## config.mk

```make
export PLATFORM = sky130hd
export DESIGN_NAME = inc_dec_sequencer
export DESIGN_NICKNAME = d
export VERILOG_FILES = /design/src/rtl/inc_dec_sequencer.sv
export SDC_FILE = /design/constraint.sdc
export NUM_CORES = 1
export LEC_CHECK = 0
export ABC_AREA = 1
export CORE_MARGIN = 1
export CORE_UTILIZATION = 39
export DETAILED_ROUTE_END_ITERATION = 8
export GPL_TIMING_DRIVEN = 0
export PLACE_DENSITY = 0.91
export SYNTH_ARGS = -nofsm -noshare
export SYNTH_HDL_FRONTEND = slang
export SYNTH_SLANG_ARGS = --single-unit
```

## constraint.sdc

```tcl
create_clock -name i_Clk -period 2.4 [get_ports i_Clk]
set_input_delay 0.48 -clock i_Clk [delete_from_list [all_inputs] [get_ports i_Clk]]
set_output_delay 0.48 -clock i_Clk [all_outputs]
set_load 0.01 [all_outputs]
```

## src/rtl/inc_dec_sequencer.sv

```systemverilog
// inc_dec_sequencer: clocked microcode sequencer for INC/DEC r, (HL) and rr.
// Define INCDEC_RR_EN to build the 16-bit INC/DEC rr path.
module inc_dec_sequencer #(
    parameter int REG8_W     = 8,
    parameter int REG16_W    = 6,
    parameter int ALU_CTRL_W = 7,
    parameter int HL_INDEX   = 2
) (
    input  logic                  i_Clk,
    input  logic                  i_Reset_n,
    input  logic                  i_Start,
    input  logic [7:0]            i_Opcode,
    input  logic                  i_Wait,
    input  logic                  i_Flush,
    output logic                  o_Busy,
    output logic                  o_Done,
    output logic                  o_Illegal,
    output logic [3:0]            o_Cycle_Step,
    output logic [2:0]            o_Cycle_Count,
    output logic                  o_IR_Fetch,
    output logic [REG8_W-1:0]     o_Read8,
    output logic [REG8_W-1:0]     o_Write8,
    output logic [REG16_W-1:0]    o_Read16,
    output logic [REG16_W-1:0]    o_Write16,
    output logic [1:0]            o_ReadALU8,
    output logic [1:0]            o_WriteALU8,
    output logic                  o_Move_Reg,
    output logic                  o_Bus_In,
    output logic                  o_Bus_Out,
    output logic                  o_Address_Out,
    output logic [ALU_CTRL_W-1:0] o_ALU_Control,
    output logic                  o_IDU_Inc,
    output logic                  o_IDU_Dec
);

    localparam int MDR = 6;

    typedef enum logic [2:0] {
        S_IDLE, S_R8, S_HL_RD, S_HL_MOD, S_HL_WR, S_RR_IDU, S_RR_FIN
    } state_t;

    state_t     state_q, state_d;
    logic [1:0] step_q, step_d;
    logic [2:0] r_q;
    logic       dec_q;
    logic       illegal_q, illegal_d;
    logic       capture;
    logic       r8_op, rr_op, last, hold;

    logic [REG8_W-1:0]     r_hot;
    logic [ALU_CTRL_W-1:0] alu_word;

    assign r8_op = (i_Opcode[7:6] == 2'b00) && (i_Opcode[2:1] == 2'b10);
    assign last  = (step_q == 2'd3);
    // Bus M-cycles stretch T2 until memory is ready.
    assign hold  = ((state_q == S_HL_RD) || (state_q == S_HL_WR))
                   && (step_q == 2'd2) && i_Wait;

    assign r_hot    = REG8_W'(1) << r_q;
    assign alu_word = ALU_CTRL_W'({1'b1, 3'b000, dec_q, 1'b1, 1'b0});

`ifdef INCDEC_RR_EN
    logic [1:0]         pp_q;
    logic [REG16_W-1:0] pp_hot;

    assign rr_op  = (i_Opcode[7:6] == 2'b00) && (i_Opcode[2:0] == 3'b011);
    assign pp_hot = REG16_W'(1) << pp_q;

    always_ff @(posedge i_Clk or negedge i_Reset_n) begin
        if (!i_Reset_n) pp_q <= 2'd0;
        else if (capture) pp_q <= i_Opcode[5:4];
    end
`else
    assign rr_op = 1'b0;
`endif

    always_ff @(posedge i_Clk or negedge i_Reset_n) begin
        if (!i_Reset_n) begin
            state_q   <= S_IDLE;
            step_q    <= 2'd0;
            r_q       <= 3'd0;
            dec_q     <= 1'b0;
            illegal_q <= 1'b0;
        end else begin
            state_q   <= state_d;
            step_q    <= step_d;
            illegal_q <= illegal_d;
            if (capture) begin
                r_q   <= i_Opcode[5:3];
                dec_q <= r8_op ? i_Opcode[0] : i_Opcode[3];
            end
        end
    end

    always_comb begin
        state_d   = state_q;
        step_d    = step_q;
        illegal_d = 1'b0;
        capture   = 1'b0;
        if (state_q == S_IDLE) begin
            step_d = 2'd0;
            if (i_Start && !i_Flush) begin
                if (r8_op) begin
                    capture = 1'b1;
                    state_d = (i_Opcode[5:3] == 3'b110) ? S_HL_RD : S_R8;
                end else if (rr_op) begin
                    capture = 1'b1;
                    state_d = S_RR_IDU;
                end else begin
                    illegal_d = 1'b1;
                end
            end
        end else if (i_Flush) begin
            state_d = S_IDLE;
            step_d  = 2'd0;
        end else if (!hold) begin
            step_d = step_q + 2'd1;
            if (last) begin
                case (state_q)
                    S_HL_RD:  state_d = S_HL_MOD;
                    S_HL_MOD: state_d = S_HL_WR;
                    S_RR_IDU: state_d = S_RR_FIN;
                    default:  state_d = S_IDLE;
                endcase
            end
        end
    end

    always_comb begin
        o_Busy        = (state_q != S_IDLE);
        o_Illegal     = illegal_q;
        o_Cycle_Step  = o_Busy ? (4'b0001 << step_q) : 4'b0000;
        o_Cycle_Count = 3'b000;
        o_Done        = 1'b0;
        o_IR_Fetch    = 1'b0;
        o_Read8       = '0;
        o_Write8      = '0;
        o_Read16      = '0;
        o_Write16     = '0;
        o_ReadALU8    = 2'b00;
        o_WriteALU8   = 2'b00;
        o_Move_Reg    = 1'b0;
        o_Bus_In      = 1'b0;
        o_Bus_Out     = 1'b0;
        o_Address_Out = 1'b0;
        o_ALU_Control = '0;
        o_IDU_Inc     = 1'b0;
        o_IDU_Dec     = 1'b0;
        case (state_q)
            S_R8: begin
                o_Cycle_Count = 3'b001;
                if (step_q == 2'd1) begin
                    o_Read8    = r_hot;
                    o_ReadALU8 = 2'b01;
                end
                if (step_q == 2'd2) begin
                    o_Write8      = r_hot;
                    o_WriteALU8   = 2'b01;
                    o_ALU_Control = alu_word;
                end
                if (last) begin
                    o_IR_Fetch = 1'b1;
                    o_Done     = 1'b1;
                end
            end
            S_HL_RD: begin
                o_Cycle_Count      = 3'b001;
                o_Read16[HL_INDEX] = 1'b1;
                o_Address_Out      = 1'b1;
                if (step_q == 2'd2) begin
                    o_Bus_In      = 1'b1;
                    o_Write8[MDR] = 1'b1;
                end
            end
            S_HL_MOD: begin
                o_Cycle_Count = 3'b010;
                if (step_q == 2'd1) begin
                    o_Read8[MDR] = 1'b1;
                    o_ReadALU8   = 2'b01;
                end
                if (step_q == 2'd2) begin
                    o_Write8[MDR] = 1'b1;
                    o_WriteALU8   = 2'b01;
                    o_ALU_Control = alu_word;
                end
            end
            S_HL_WR: begin
                o_Cycle_Count      = 3'b100;
                o_Read16[HL_INDEX] = 1'b1;
                o_Address_Out      = 1'b1;
                if (step_q == 2'd1) begin
                    o_Bus_Out    = 1'b1;
                    o_Move_Reg   = 1'b1;
                    o_Read8[MDR] = 1'b1;
                end
                if (last) begin
                    o_IR_Fetch = 1'b1;
                    o_Done     = 1'b1;
                end
            end
`ifdef INCDEC_RR_EN
            S_RR_IDU: begin
                o_Cycle_Count = 3'b001;
                if (step_q == 2'd1) o_Read16 = pp_hot;
                if (step_q == 2'd2) begin
                    o_Write16 = pp_hot;
                    o_IDU_Inc = !dec_q;
                    o_IDU_Dec = dec_q;
                end
            end
            S_RR_FIN: begin
                o_Cycle_Count = 3'b010;
                if (last) begin
                    o_IR_Fetch = 1'b1;
                    o_Done     = 1'b1;
                end
            end
`endif
            default: ;
        endcase
    end

endmodule

```

== After elaboration in Yosys (flattened, before gate mapping) ==
Index checks and enable logic that the tools add are counted.

* Latch bits: 0
* Register bits after elaboration: 10
* Bits in writable memories: 0
* Memories kept: 0
* Bits in read-only memories: 0

* Divide/modulo/power cells: 0
* Muxes and demuxes: 41
* Shift operators: 2
* $mul: 0
* Bitwise gates (word level): 0
* Reductions and logical operators: 17
* Magnitude comparators: 0
* $add $sub $neg: 1
* Equality and inequality tests: 13

{| class="wikitable"
|+ Operators with widths
! kind !! count
|-
| two-way mux 1 bit || 20
|-
| two-way mux 3 bit || 6
|-
| one-hot mux 3 bit (3 select lines) || 2
|-
| two-way mux 8 bit || 2
|-
| two-way mux 7 bit || 2
|-
| two-way mux 6 bit || 2
|-
| OR reduction 2 bit || 6
|-
| == test 3 bit (second input constant) || 3
|-
| two-way mux 2 bit || 4
|-
| << shifter 1 x 3 -> 8 bit (first input constant) || 1
|-
| == test 2 bit (second input constant) || 3
|-
| == test 3 x 2 -> 1 bit (second input constant) || 2
|-
| nonzero test 3 bit || 2
|-
| logical AND 1 bit || 4
|-
| two-way mux 4 bit || 1
|-
| one-hot mux 1 bit (2 select lines) || 2
|-
| AND reduction 4 bit || 1
|-
| << shifter 1 x 2 -> 4 bit (first input constant) || 1
|-
| == test 3 x 1 -> 1 bit (second input constant) || 1
|-
| logical NOT 3 bit || 1
|-
| != test 3 x 2 -> 1 bit (second input constant) || 1
|-
| adder 2 x 1 -> 2 bit (second input constant) || 1
|-
| == test 2 x 1 -> 1 bit (second input constant) || 1
|-
| logical NOT 2 bit || 1
|-
| other kinds (4) || 4
|}

== Longest topological paths before layout ==
Gate-level depths: netlist of run 1.

* Depth in word-level cells: 7
* Mapped depth: 9

== Least setup slack after synthesis of run 1 ==
No wires, ideal clock.

* Path type: flip-flop to output port
* Start point: reg state_q[0]
* End point: out o_IR_Fetch
* Cell stages (with the launch flop): 8
* Required time: 1.920 ns
* Slack: 0.630 ns
* Arrival: 1.290 ns
* Cell sequence: dfrtp_1 > buf_6 > nor2_4 > inv_1 > nor2_1 > nor2_1 > nor2_1 > buf_4

* Longest elaborated chain between the ends: 3
* Elaborated cells on any way between the ends: 4
* Classes of those cells: eq/ne (2); mux (1); reduce/logical (1)

{| class="wikitable"
|+ RTL lines
! what !! RTL line !! source
|-
| from (decl) || 42 || <nowiki>state_t state_q, state_d;</nowiki>
|-
| from (signal assigned) || 85 || <nowiki>state_q <= state_d;</nowiki>
|-
| == test 3 bit or == test 3 x 1 -> 1 bit (tied branches) || n/a ||
|-
| OR reduction 2 bit (no line) (*) || n/a ||
|-
| two-way mux 1 bit (*) || n/a ||
|-
| to (decl) || 20 || <nowiki>output logic o_IR_Fetch,</nowiki>
|}

Mark *: on every way between the ends. The rest lies on a longest branch, timed or not.

== Worst setup path after layout of run 1 ==
* Start point: reg step_q[1]
* End point: out o_Bus_Out

* Longest elaborated chain between the ends: 3

{| class="wikitable"
|+ RTL lines
! what !! RTL line !! source
|-
| from (decl) || 43 || <nowiki>logic [1:0] step_q, step_d;</nowiki>
|-
| from (signal assigned) || 86 || <nowiki>step_q <= step_d;</nowiki>
|-
| == test 2 x 1 -> 1 bit || 191 || <nowiki>if (step_q == 2'd1) begin</nowiki>
|-
| two-way mux 1 bit || 191 ||
|-
| two-way mux 1 bit || 149 || <nowiki>case (state_q)</nowiki>
|-
| to (decl) || 29 || <nowiki>output logic o_Bus_Out,</nowiki>
|}

Every way passes these cells.

==> results of run 1 <==
-- cells by family (layout without fill, tap and decap cells) --
kind of cell,Yosys count,after routing,synth area share
simple gates,87,87,0.388
buf+inv,46,101,0.257
compound gates,14,14,0.0665
flops,10,10,0.238
fa+ha+maj,4,4,0.0475
other cells,1,19,0.00356
-- power by group --
| group | internal, mW | switching [mW] |
|---|---|---|
| logic | 0.452 | 0.567 |
| registers | 0.235 | 0.0730 |
| clock network | 0.0575 | 0.0513 |
| total | 0.745 | 0.691 |
-- layer usage --
layer	part of all wire	global-route usage	vias up	routed length (µm)
met2	0.50	0.298	46	1340
met4	0	0.0556	0	0
li1	-	-	612	-
met5	0	0	-	0
met1	0.42	0.224	502	1130
met3	0.073	0.0282	0	193
-- per-stage QoR --
step / hold slack, ps / instance area [µm²] / worst slack (ps) / power, mW
4_1_cts: 516 / 1710 / 26.7 / 1.40
6_report: 512 / 1760 / 81.8 / 1.44
2_1_floorplan: 184 / 1120 / 630 / 0.892
5_1_grt: 569 / 1760 / -36.4 / 1.56
3_3_place_gp: 494 / 1650 / 213 / 1.22
3_5_place_dp: 500 / 1650 / 190 / 1.24
-- worst max-delay path by stage --
stage	from	endpoint	slack, ps	depth (start not counted)
global placement	state_q[1]$_DFFE_PN0P_	o_IR_Fetch	210	7
global route	step_q[1]$_DFFE_PN0P_	o_Bus_Out	-40	5
CTS	step_q[0]$_DFFE_PN0P_	o_ALU_Control[6]	30	6
floorplan	state_q[0]$_DFFE_PN0P_	o_IR_Fetch	630	7
finish	step_q[1]$_DFFE_PN0P_	o_Bus_Out	80	5
detailed placement	step_q[0]$_DFFE_PN0P_	o_ALU_Control[6]	190	6
-- repair_timing --
item | in CTS | in global routing
setup endpoints to repair | 22 | 23
pin swaps | 1 | 3
setup buffers | 0 | 3
resized for setup | 11 | 15
gates cloned | 0 | 0
-- registers in the layout, summed over array words and instances (netlist names) --
name and count:
state_q 3, o_Illegal 1, r_q 3, dec_q 1, step_q 2
-- cell type report --
class,instances,area (µm²)
flip-flops and latches,10,253
inverters,21,81.3
fillers,216,759
repair buffers,52,542
plain buffers,25,191
well taps,30,37.5
clock buffers,3,22.5
multi-input cells,124,636
-- worst max-delay path: cells and delay by family, from the launching register on --
family | cells | cell delay, ps
fa+ha+maj | 1 | 210
buf+inv | 3 | 750
flops | 1 | 380
simple gates | 1 | 240
-- layout by cell type, fill, tap and decap left out --
cell type,count
nor2_4,3
inv_4,1
clkbuf_4,3
dlymetal6s2s_1,12
ha_4,1
nor3_2,1
conb_1,19
nand4_4,1
clkdlybuf4s50_1,36
nand2_4,3
dfrtp_1,8
inv_2,2
nor2_1,32
dfrtp_2,2
nor2_2,1
nand2_2,3
a21oi_1,5
o21ai_0,5
nand4_1,2
ha_2,1
nand2_1,26
o21ai_1,4
nand3_1,13
buf_4,27
nor3_1,2
ha_1,2
dlygate4sd2_1,1
buf_6,1
inv_1,18
==> impl_metrics.ini, run 1 <==
[yosys]
synth_common_cells = nor2_1, nand2_1, buf_4
synth_ff_type = dfrtp_1
ys_async_sr_fraction = 1.00
yosysTopAreaCell = dfrtp_1
ys_seq_area_frac = 0.238
ys_ff_latch = 10
ys_warn_count = 0
synthesis.instances = 162
synth-edff-count = 0
synth_area_per_cell_um2 = 6.50
ys_types = 19
syn_area_um2 = 1050
synth_top_area_frac = 0.238
yosys.cell_count.top_type = nor2_1
yosys-top-cells-area = dfrtp_1, buf_4, nor2_1

[setup_path]
ff2ff_path_depth = 9
r2r_start = state_q[1]$_DFFE_PN0P_
critPathLaunchType = flip-flop
cpPeakStageDelay_ps = 570
r2r_slack_ps = 950
end_kind = output pin
required_ps = 1920
r2r-end = state_q[2]$_DFFE_PN0P_
crit_top_cell = inv_1
crit_fanout = 4
worstPathArrival_ps = 1840
path_cells = inv_1 > ha_2 > inv_1 > nor3_2 > clkdlybuf4s50_1
cp_slowest_cell = clkdlybuf4s50_1
criticalPathCategory = flip-flop to output pin

[global_routing]
grt_overflow_total = 0
grt_pass1_wl_um = 3650
gr-usage-all-layers = 0.175
antenna_found_initial = 0
grt_max_degree = 11
grt_pass1_vias = 876

[sta]
finalMaxSlewViolations = 0
setup_tns_ps = 0
finalCritPeriodShare = 0.966
setup_viol = 0
clock-skew-final_ps = 9.22
rsz0062_at_grt = true
finalCriticalPeriod_ps = 2320
hold_violations = 0
fmax_mhz = 431

[outcome]
status = finished, final reports clean

[clock_tree]
cts_buffers = 3
insertion_delay_ps = 260
cts_root_buf = clkbuf_4
h-tree-depth = 1
cts_tree = built
cts_sinks = 10
clk_pin_slew_ps = 70
cts-hold-fix-buffers = 0
clockBufferDepth = 2

[worst_hold_path]
min_from = dec_q$_DFFE_PN0P_
min_path_cells = 2
hold_end = dec_q$_DFFE_PN0P_
hold_class = flip-flop to flip-flop

[detailed_routing]
detail-route-antenna-nets = 0
dr.first_iter.drc_count = 17
via_per_inst = 4.38
vias = 1160
wl_um = 2660
routedWlPerCell_um = 10.0
drtPass1Iterations = 4
drc = 0

[cells_and_area]
drive_gt1_frac = 0.213
antenna_cells = 0
syn_to_final_growth_pct = 67.3
stdcell_count = 265
nNetsFinal = 254
final_util = 0.699

[floorplan]
rows = 18
initial_core_util = 0.418
pin_count = 69
die_w_um = 54.0
dieArea_um2 = 2910
die_h_um = 54.0
core_area_um2 = 2520

[place]
placedCellCount = 259
gp_congestion = 0.883
dp_hpwl_um = 2020
port_buffers = 49

[job]
max-cap-violations = 0

[power_and_ir_drop]
p_leak_nw = 1.06
vdd_drop_max_mv = 0.686
power_density_nw_per_um2 = 814
Power figures use the tool's default switching activity.
==> run 2, diff against run 1 <==
--- a/config.mk
+++ b/config.mk
@@ -8,6 +8,7 @@
 export ABC_AREA = 1
 export CORE_MARGIN = 1
 export CORE_UTILIZATION = 39
+export CTS_BUF_LIST = sky130_fd_sc_hd__clkbuf_8 sky130_fd_sc_hd__clkbuf_16
 export DETAILED_ROUTE_END_ITERATION = 8
 export GPL_TIMING_DRIVEN = 0
 export PLACE_DENSITY = 0.91
==> impl_metrics.ini, run 2 (synthesis results as in run 1) <==
[setup_path]
critPathLaunchType = flip-flop
r2r_slack_ps = 1050
r2r-end = state_q[2]$_DFFE_PN0P_
required_ps = 1920
criticalPathCategory = flip-flop to output pin
worstPathArrival_ps = 1830
r2r_start = state_q[0]$_DFFE_PN0P_
ff2ff_path_depth = 9
end_kind = output pin
crit_fanout = 4

[detailed_routing]
top_layer = met4
vias = 1138
drc = 0
via_per_inst = 4.34
wl_met3_um = 184
wl_um = 2560
detail-route-antenna-nets = 0
routedWlPerCell_um = 9.76
dr_wl_met2_um = 1270
dr.first_iter.drc_count = 15
wl_met1_um = 1100
drtPass1Iterations = 4

[global_routing]
grt_max_degree = 11
grt_overflow_total = 0
gr-usage-all-layers = 0.176
grt_pass1_wl_um = 3630
grt_pass1_vias = 859
antenna_found_initial = 0

[clock_tree]
cts-hold-fix-buffers = 0
clockBufferDepth = 2
clk_pin_slew_ps = 50
insertion_delay_ps = 230
cts_root_buf = clkbuf_8
cts_tree = built
cts_buffers = 3
h-tree-depth = 1
cts_sinks = 10

[cells_and_area]
antenna_cells = 0
drive_gt1_frac = 0.203
final_cell_mix = clkdlybuf4s50_1, nor2_1, nand2_1
syn_to_final_growth_pct = 65.7
nNetsFinal = 251
largestRegisters = r_q (3), state_q (3), step_q (2)
mostFrequentLayoutCell = clkdlybuf4s50_1
nFillCells = 219

[sta]
rsz0062_at_grt = true
whs_ps = 508
fmax_mhz = 433
finalCriticalPeriod_ps = 2310
finalCritPeriodShare = 0.963
setup_viol = 0
clock-skew-final_ps = 5.76
hold_violations = 0
setup_ws_ps = 88.9
finalMaxSlewViolations = 0

[place]
gp_congestion = 0.883
dp_hpwl_um = 2020
port_buffers = 49
dp_slack_ps = 190

[floorplan]
initial_core_util = 0.418
dieArea_um2 = 2910
rows = 18
die_h_um = 54.0
core_area_um2 = 2520
die_w_um = 54.0
pin_count = 69

[worst_hold_path]
hold_class = flip-flop to flip-flop
min_from = dec_q$_DFFE_PN0P_
hold_end = dec_q$_DFFE_PN0P_
min_path_cells = 2

[power_and_ir_drop]
seqPwrFrac = 0.217
power_density_nw_per_um2 = 838
p_leak_nw = 0.960
clkPwrFrac = 0.113
swShare = 0.473
p_int_mw = 0.771
vdd_drop_max_mv = 0.731
p_sw_mw = 0.691
p_comb_frac = 0.669

[outcome]
status = finished, final reports clean

[job]
max-cap-violations = 0
run 2: cell type report:
type	count	area (µm²)	area share
timing repair buffer	49	507	0.290
multi-input combinational	124	636	0.364
clock buffer	3	41.3	0.0237
tap	30	37.5	0.0215
inverter	21	81.3	0.0466
sequential	10	251	0.144
buffer	25	191	0.110
run 2: critical path, cell delays in order (launching register included):
cell             delay [ps]
dfrtp_1                 430
inv_2                   100
ha_2                    200
inv_1                    80
nor3_2                  150
buf_4                   130
clkdlybuf4s50_1         510
run 2: worst max-delay path by stage:
stage	startpoint	to	slack (ps)	cells after the start
final	step_q[1]$_DFFE_PN0P_	o_Move_Reg	90	6
after global routing	step_q[1]$_DFFE_PN0P_	o_Move_Reg	-40	6
after CTS	step_q[1]$_DFFE_PN0P_	o_Move_Reg	8	6
after detailed placement	step_q[0]$_DFFE_PN0P_	o_ALU_Control[6]	190	6
after global placement	state_q[1]$_DFFE_PN0P_	o_IR_Fetch	210	7
after floorplan	state_q[0]$_DFFE_PN0P_	o_IR_Fetch	630	7
run 2: repair_timing:
action                                 CTS  global route
resized for setup                        9            12
setup buffers                            0             0
endpoints found under the hold margin    0             0
pin swaps                                0             1
setup endpoints to repair               20            13
run 2: metal layers:
metal / vias to the layer above / GRT usage
met4: 0 / 0.0641
met3: 2 / 0.0282
met2: 42 / 0.298
li1: 605 / -
met5: - / 0
met1: 489 / 0.222
run 2: metrics by stage:
step	cells	total power, mW	util	TNS (ps)	instance area [µm²]
final	262	1.46	0.692	0	1750
after global routing	262	1.59	0.692	-57.8	1750
after CTS	262	1.45	0.679	0	1710
after detailed placement	259	1.24	0.654	0	1650
after global placement	259	1.22	0.654	0	1650
after floorplan	180	0.892	-	0	1120
run 2: power by group through the flow:
stage	sequential [mW]	clock, mW	combinational, mW
finish	0.318	0.166	0.979
global route	0.327	0.185	1.08
CTS	0.309	0.172	0.965
detailed placement	0.305	0	0.932
global placement	0.303	0	0.920
floorplan	0.293	0	0.599
==> run 3, diff against run 2 <==
==> constraint.sdc (replaced) <==
create_clock -name i_Clk -period 2.4 [get_ports i_Clk]
set_input_delay 0.48 -clock i_Clk [delete_from_list [all_inputs] [get_ports i_Clk]]
set_output_delay 0.48 -clock i_Clk [all_outputs]
set_load 0.005 [all_outputs]
==> impl_metrics.ini, run 3 (synthesis results as in run 1) <==
[clock_tree]
cts_tree = built
cts-hold-fix-buffers = 0
cts_sinks = 10
clk_pin_slew_ps = 50
cts_buffers = 3
cts_root_buf = clkbuf_8
clockBufferDepth = 2
h-tree-depth = 1
insertion_delay_ps = 230

[global_routing]
grt_overflow_total = 0
met2_usage = 0.298
use_met3 = 0.0282
antenna_found_initial = 0
grt_max_degree = 11
gr-usage-all-layers = 0.175
grt_pass1_wl_um = 3620
use_met1 = 0.220
grt_pass1_vias = 857
grt_busiest_layer = met2

[setup_path]
cp_slowest_cell = clkdlybuf4s50_1
end_kind = output pin
critPathLaunchType = flip-flop
r2r-end = state_q[2]$_DFFE_PN0P_
cp_top_family = buffers and inverters
criticalPathCategory = flip-flop to output pin
r2r_slack_ps = 960
cpPeakStageDelay_ps = 520
crit_fanout = 6
path_cells = inv_2 > nand2_1 > nor2_4 > nand4_1 > a21oi_1 > clkdlybuf4s50_1
r2r_start = state_q[0]$_DFFE_PN0P_
required_ps = 1920
path_buf_inv = 2
ff2ff_path_depth = 10
worstPathArrival_ps = 1840

[sta]
setup_viol = 0
finalCriticalPeriod_ps = 2320
clock-skew-final_ps = 6.39
whs_ps = 508
hold_violations = 0
finalMaxSlewViolations = 0
fmax_mhz = 431
finalCritPeriodShare = 0.968

[floorplan]
rows = 18
initial_core_util = 0.418
die_w_um = 54.0
dieArea_um2 = 2910
die_h_um = 54.0
pin_count = 69
core_area_um2 = 2520

[cells_and_area]
stdcell_count = 264
largestRegisters = r_q (3), state_q (3), step_q (2)
syn_to_final_growth_pct = 65.3
mostFrequentLayoutCell = clkdlybuf4s50_1
drive_gt1_frac = 0.214
nNetsFinal = 253
final_cell_mix = clkdlybuf4s50_1, nor2_1, nand2_1
antenna_cells = 0

[power_and_ir_drop]
p_leak_nw = 0.832
power_density_nw_per_um2 = 832
vdd_drop_max_mv = 0.722

[detailed_routing]
routedWlPerCell_um = 9.73
via_per_inst = 4.39
drc = 0
detail-route-antenna-nets = 0
wl_um = 2570
dr.first_iter.drc_count = 25
vias = 1158
drtPass1Iterations = 6

[outcome]
status = finished, final reports clean

[place]
placedCellCount = 259
gp_congestion = 0.883
dp_hpwl_um = 2020
port_buffers = 49

[worst_hold_path]
hold_class = flip-flop to flip-flop
min_path_cells = 2
min_from = dec_q$_DFFE_PN0P_
hold_end = dec_q$_DFFE_PN0P_

[job]
max-cap-violations = 0
==> run 3: layout make-up <==
cell class,instances,area (µm²)
plain buffers,25,191
well taps,30,37.5
clock buffers,3,41.3
inverters,21,78.8
repair buffers,51,505
multi-input cells,124,636
fillers,223,781
flip-flops and latches,10,251
==> run 3: worst max path at each step <==
stage | slack [ps] | cells past startpoint | startpoint | end
2_1_floorplan | 800 | 7 | state_q[0]$_DFFE_PN0P_ | o_IR_Fetch
3_3_place_gp | 250 | 7 | state_q[1]$_DFFE_PN0P_ | o_IR_Fetch
3_5_place_dp | 230 | 6 | step_q[0]$_DFFE_PN0P_ | o_ALU_Control[6]
4_1_cts | 20 | 7 | state_q[1]$_DFFE_PN0P_ | o_IR_Fetch
5_1_grt | -30 | 6 | state_q[1]$_DFFE_PN0P_ | o_Write8[6]
6_report | 80 | 6 | state_q[1]$_DFFE_PN0P_ | o_Write8[6]
==> run 3: stage by stage <==
stage / total power [mW] / utilization / setup slack (ps) / cell area, µm² / TNS, ps
detailed placement: 1.18 / 0.654 / 225 / 1650 / 0
global placement: 1.17 / 0.654 / 247 / 1650 / 0
floorplan: 0.842 / - / 795 / 1120 / 0
CTS: 1.37 / 0.674 / 16.8 / 1700 / 0
global route: 1.57 / 0.690 / -34.7 / 1740 / -65.0
finish: 1.45 / 0.690 / 77.4 / 1740 / 0
==> run 3: tightest hold or removal path: cells and delay by family, from the launching register on <==
kind,cells,cell delay (ps)
AOI/OAI and AO/OA,1,40
DFF,1,340
and+or+nand+nor,1,90
==> run 3: what timing repair did <==
action	in CTS	in global routing
buffers inserted	0	2
gates resized for setup	3	10
pin swaps	0	2
setup endpoints to repair	16	22
==> run 3: where the power goes <==
group | total [mW] | internal, mW | switching (mW)
combinational | 0.966 | 0.454 | 0.512
sequential | 0.317 | 0.235 | 0.0823
clock | 0.166 | 0.109 | 0.0573
total | 1.45 | 0.798 | 0.651
==> run 3: routing by layer <==
layer | vias to the layer above | routed length [µm] | part of all wire
li1 | 611 | - | -
met1 | 494 | 1090 | 0.42
met2 | 51 | 1280 | 0.50
met3 | 2 | 193 | 0.075
met4 | 0 | 8 | 0.0031
met5 | - | 0 | 0
